`config.mk`:
```
export PLATFORM = sky130hd
export DESIGN_NAME = ymat_row_mapper
export DESIGN_NICKNAME = d
export VERILOG_FILES = /design/src/rtl/ymat_row_mapper.sv
export SDC_FILE = /design/constraint.sdc
export NUM_CORES = 1
export LEC_CHECK = 0
export ABC_CLOCK_PERIOD_IN_PS = 2100
export CAP_MARGIN = 5
export CORE_MARGIN = 1.5
export CORE_UTILIZATION = 47
export DETAILED_ROUTE_END_ITERATION = 7
export PLACE_DENSITY = 0.77
export SYNTH_ARGS = -nofsm -noshare
export SYNTH_HDL_FRONTEND = slang
export SYNTH_SLANG_ARGS = --single-unit
```
`constraint.sdc`:
```
create_clock -name clock -period 2.1 [get_ports clock]
set_input_delay 0.525 -clock clock [delete_from_list [all_inputs] [get_ports clock]]
set_output_delay 0.525 -clock clock [all_outputs]
set_load 0.02 [all_outputs]
```
`src/rtl/ymat_row_mapper.sv`:
```
// Maps Y-matrix element indices to SRAM row/word addresses. It flags out-of-range indices
// and repeated rows, and feeds the results through a 2-entry output FIFO.
module ymat_row_mapper #(
   parameter int IDX_W = 16,
   parameter int ROW_W = 11,
   parameter int SHIFT = 4
) (
   input  logic               clock,
   input  logic               reset,
   input  logic               in_valid,
   output logic               in_ready,
   input  logic [IDX_W-1:0]   in_idx,
   input  logic               in_last,
   input  logic [ROW_W-1:0]   cfg_base,
   input  logic [ROW_W:0]     cfg_rows,
   output logic               out_valid,
   input  logic               out_ready,
   output logic [ROW_W-1:0]   out_row,
   output logic [SHIFT-1:0]   out_word,
   output logic               out_same_row,
   output logic               out_oob,
   output logic               out_last
);
   localparam int RAW_W = IDX_W - SHIFT;
   localparam int CMP_W = (RAW_W > ROW_W + 1) ? RAW_W : ROW_W + 1;
   localparam int ENT_W = ROW_W + SHIFT + 3;

   logic [RAW_W-1:0] raw_row;
   logic [CMP_W-1:0] raw_ext, rows_ext;
   logic [ROW_W-1:0] mapped_row;
   logic             oob, same_row, push, pop;
   logic [ENT_W-1:0] entry_in;

   logic [ENT_W-1:0] mem_q [2];
   logic             rd_ptr_q, wr_ptr_q, in_ready_q;
   logic [1:0]       count_q, count_d;
   logic [RAW_W-1:0] prev_row_q, prev_row_d;
   logic             prev_vld_q, prev_vld_d;

   assign raw_row    = in_idx[IDX_W-1:SHIFT];
   assign raw_ext    = CMP_W'(raw_row);
   assign rows_ext   = CMP_W'(cfg_rows);
   assign oob        = (raw_ext >= rows_ext);
   assign mapped_row = cfg_base + raw_ext[ROW_W-1:0];
   assign same_row   = prev_vld_q && !oob && (raw_row == prev_row_q);
   assign entry_in   = oob ? {{ROW_W{1'b0}}, in_idx[SHIFT-1:0], 1'b0, 1'b1, in_last}
                           : {mapped_row, in_idx[SHIFT-1:0], same_row, 1'b0, in_last};

   assign push      = in_valid && in_ready_q;
   assign pop       = out_valid && out_ready;
   assign in_ready  = in_ready_q;
   assign out_valid = (count_q != 2'd0);
   assign {out_row, out_word, out_same_row, out_oob, out_last} = mem_q[rd_ptr_q];

   always_comb begin
      count_d    = count_q + {1'b0, push} - {1'b0, pop};
      prev_row_d = prev_row_q;
      prev_vld_d = prev_vld_q;
      if (push) begin
         if (!oob) begin
            prev_row_d = raw_row;
            prev_vld_d = 1'b1;
         end
         // Frame end wins: the next frame never starts with a same-row hit.
         if (in_last) prev_vld_d = 1'b0;
      end
   end

   for (genvar gi = 0; gi < 2; gi++) begin : g_ent
      always_ff @(posedge clock) begin
         if (reset)
            mem_q[gi] <= '0;
         else if (push && (wr_ptr_q == 1'(gi)))
            mem_q[gi] <= entry_in;
      end
   end

   always_ff @(posedge clock) begin
      if (reset) begin
         rd_ptr_q   <= 1'b0;
         wr_ptr_q   <= 1'b0;
         count_q    <= 2'd0;
         in_ready_q <= 1'b1;
         prev_row_q <= '0;
         prev_vld_q <= 1'b0;
      end else begin
         if (push) wr_ptr_q <= ~wr_ptr_q;
         if (pop)  rd_ptr_q <= ~rd_ptr_q;
         count_q    <= count_d;
         in_ready_q <= (count_d < 2'd2);
         prev_row_q <= prev_row_d;
         prev_vld_q <= prev_vld_d;
      end
   end
endmodule

```
==> impl_results.md <==
* Final Max Tran Viols at 0
* Yosys warning count at 0
* R2r setup slk at approximately 190 ps
* Post-Syn Area at about 3300 µm²
* Share of the synthesized area in the top cell type at 0.3314
* Main synth FF type: edfxtp_1
* DR WL/cell at 16.88 µm
* RSZ-0062 raised after global routing: yes
* Power share of the sequential group at 0.397
* Non-Filler Instances at 501
* Period utilization at 1.010
* Yosys top cell by area: edfxtp_1
* Post-synth cell types at 43
* Relative slew slack at 0.7624
* Synth cell count leaders: edfxtp_1, nor2_1, nand2b_1
* Switch Pwr at roughly 1.2 mW
* Mean Syn Cell Area at 10.56 µm²
* DR pass1 iterations at 4
* All-Layer GR Usage at 0.2266
* Io pins at 64
* Count leader, synth: edfxtp_1
* # clock sinks at 55
* Smallest setup slack after layout at -20.54 ps
* Vias post-DR at 2,706
* CP endpoint kind: register
* Largest cells by area after synthesis: edfxtp_1, dfxtp_1, ha_1, mux2_2, nand2b_1
* PortBufs at 63
* Worst Skew at about 6.5 ps
* EDFF count, synth at 36
* Final setup vio count at 2
* DRC viols at 0
* DRT iter0 DRCs at ~130
* Worst Path Buf+Inv at 4
* Hold_buf cts at 0
* Status: finished, violations left
* Core area at roughly 6800 µm²
* CTS Buf Count at 5
* Failing checks: negative setup slack
* Hold Vio Cnt, Final at 0
* Die area at 7449 µm²
* Final wirelength at about 8500 µm
* Number of diodes at 0
* Pre-CTS setup slack at -699.4 ps
* Starting Density at 0.4828
* Post-DR vias/cell at 5.401
* Cell mode on critical path: buf_4
* Placed cell count at 484
* Number of core rows at 30
* Area of the multi-input gates at just under 2000 µm²
* Max_cap viols at 0
* CP max stage delay at 500 ps
* Hpwl dp at around 5500 µm
* First-pass GRT wire length at roughly 13,000 µm
* Critical Path Source Type: input port
* Net Sw Frac at 0.3320
* Sequential cell area fraction in the yosys report at 0.4480
* #FFs+latches synth at 55
* Fraction of registers with async set/reset at 0
* Buffer levels on the longest clock path at 2
* CP Cell Sequence: clkdlybuf4s50_1 > ha_4 > buf_4 > inv_2 > a21oi_4 > nor4b_4 > buf_4 > nor4_4 > nor3_2
* Initial antenna violation count at 0
* GP Congestion at 0.8901
* Overflow after GRT at 0
* Crit path time final at approximately 2100 ps
* Antenna viol nets, final at 0
* Crit path required time at around 2200 ps
* Die W at 86.31 µm
* Clock transition at path regs at 100 ps
* Post-synth net total at 378
* Cell Pwr Density at between 700 and 800 nW/µm²
* CTS H-tree lvls at 2
* Fill count at 468
* Die Ht at between 80 and 90 µm
* Clk_lat worst skew at roughly 300 ps
* Ratio of cells with drive above 1 in the final layout at 0.3207
* Crit Path Category: in -> reg
* Least-Margin Pin Slew at roughly 350 ps
* Reg area at 1461 µm²
* Combinational power share at 0.443
* Max IR drop VDD at between 0.0003 and 0.0004 V
* CTS root buffer: clkbuf_8
* Vias in the first global route at about 2,800
* Top delay family on crit path: buffers and inverters
* Clk pwr share at 0.161
* Pin count of the biggest net entering global routing at 29
* CP max stage cell: clkdlybuf4s50_1
* Fmax achieved at between 400 and 500 MHz
* Leak at around 2.1 nW
* Nets@finish at a little under 500
* Worst-path fanout max at 3
* Area Growth Syn to Fin at 46.38%
* Internal at roughly 2.4 mW
* Worst min-delay path class: reg -> reg
* Total power at between 3 and 4 mW
* CTS tree: yes
* Worst EP arrival at approximately 2200 ps
* Mapped Cells at 309
[routing by layer]
| metal | global-route usage | up-vias | part of all wire |
|---|---|---|---|
| met3 | 0.03810 | 20 | 0.036 |
| met5 | 0 | - | 0 |
| li1 | - | 1298 | - |
| met2 | 0.4288 | 90 | 0.54 |
| met1 | 0.2604 | 1298 | 0.40 |
| met4 | 0.06891 | 0 | 0.027 |
[worst reg2reg max path: cells and delay by family, from the launching register on]
| family | cells | cell delay (ps) |
|---|---|---|
| buffers and inverters | 2 | 100 |
| and+or+nand+nor | 3 | 660 |
| DFF | 1 | 320 |
| adders and majority gates | 2 | 460 |
| xor gates and xnor gates | 2 | 290 |
[registers in the layout (all words and copies together) (netlist names), named ones only]
register    cells
wr_ptr_q        1
count_q         2
prev_row_q     12
in_ready        1
rd_ptr_q        1
prev_vld_q      1
mem_q          36
[final cells by class]
cell class,instances,share of cell area
tap,80,0.02096
clock inverter,2,0.002621
sequential,55,0.3061
multi-input combinational,222,0.4167
timing repair buffer,113,0.2204
clock buffer,6,0.01520
inverter,23,0.01808
[cells in the final DEF, fill, tap and decap left out, types with 7 or more instances in the layout]
cell type	n
edfxtp_1	36
nand2b_1	25
and2_1	11
a21oi_1	10
buf_6	7
nand2_1	7
buf_4	37
dlygate4sd2_1	36
inv_2	7
mux2i_1	12
ha_4	13
ha_1	10
clkdlybuf4s50_1	14
xor2_1	11
xnor2_1	11
nor2_1	28
dfxtp_1	19
mux2_2	18
inv_1	16
[stage by stage]
stage / hold WS (ps) / utilization / instance area [µm²] / setup TNS [ps]
floorplan: 440.0 / - / 3276 / 0
global placement: 470.1 / 0.6372 / 4305 / -17590
detailed placement: 476.0 / 0.6372 / 4305 / -20140
CTS: 498.5 / 0.6898 / 4661 / 0
global route: 518.8 / 0.7067 / 4775 / -104.4
finish: 498.4 / 0.7067 / 4775 / -40.59
[cell families after synthesis]
kind of cell             after synthesis  synth area share
AO/OA/AOI/OAI                         36           0.07250
flip-flops                            55            0.4480
XOR/XNOR                              22           0.05907
AND/OR/NAND/NOR                      109            0.1788
adder cells (fa/ha/maj)               25           0.09820
buffers and inverters                 32           0.04449
multiplexers                          30           0.09896
[power by group through the flow]
stage | clock network (mW) | logic (mW) | registers [mW]
5_1_grt | 0.643 | 1.70 | 1.44
3_5_place_dp | 0 | 1.48 | 1.45
3_3_place_gp | 0 | 1.44 | 1.44
6_report | 0.576 | 1.59 | 1.42
2_1_floorplan | 0 | 0.862 | 1.44
4_1_cts | 0.579 | 1.52 | 1.42
[path summary, 6_finish.rpt]
kind	end	start	depth (start not counted)
hold reg to reg	prev_row_q[1]$_SDFFE_PP0P_	prev_row_q[1]$_SDFFE_PP0P_	2
setup / recovery	mem_q[0][17]$_SDFFCE_PN0P_	cfg_base[2]	9
hold / removal	prev_row_q[1]$_SDFFE_PP0P_	prev_row_q[1]$_SDFFE_PP0P_	2
setup reg to reg	in_ready$_SDFF_PP1_	count_q[0]$_SDFF_PP0_	9
[timing repair]
item                       4_1_cts  5_1_grt
pin swaps                       31       20
gates resized for setup         97       34
setup endpoints to repair       57       30
buffers inserted                 4        3
gates cloned                     2        0
Note: power is estimated with default switching activity, not from simulation.
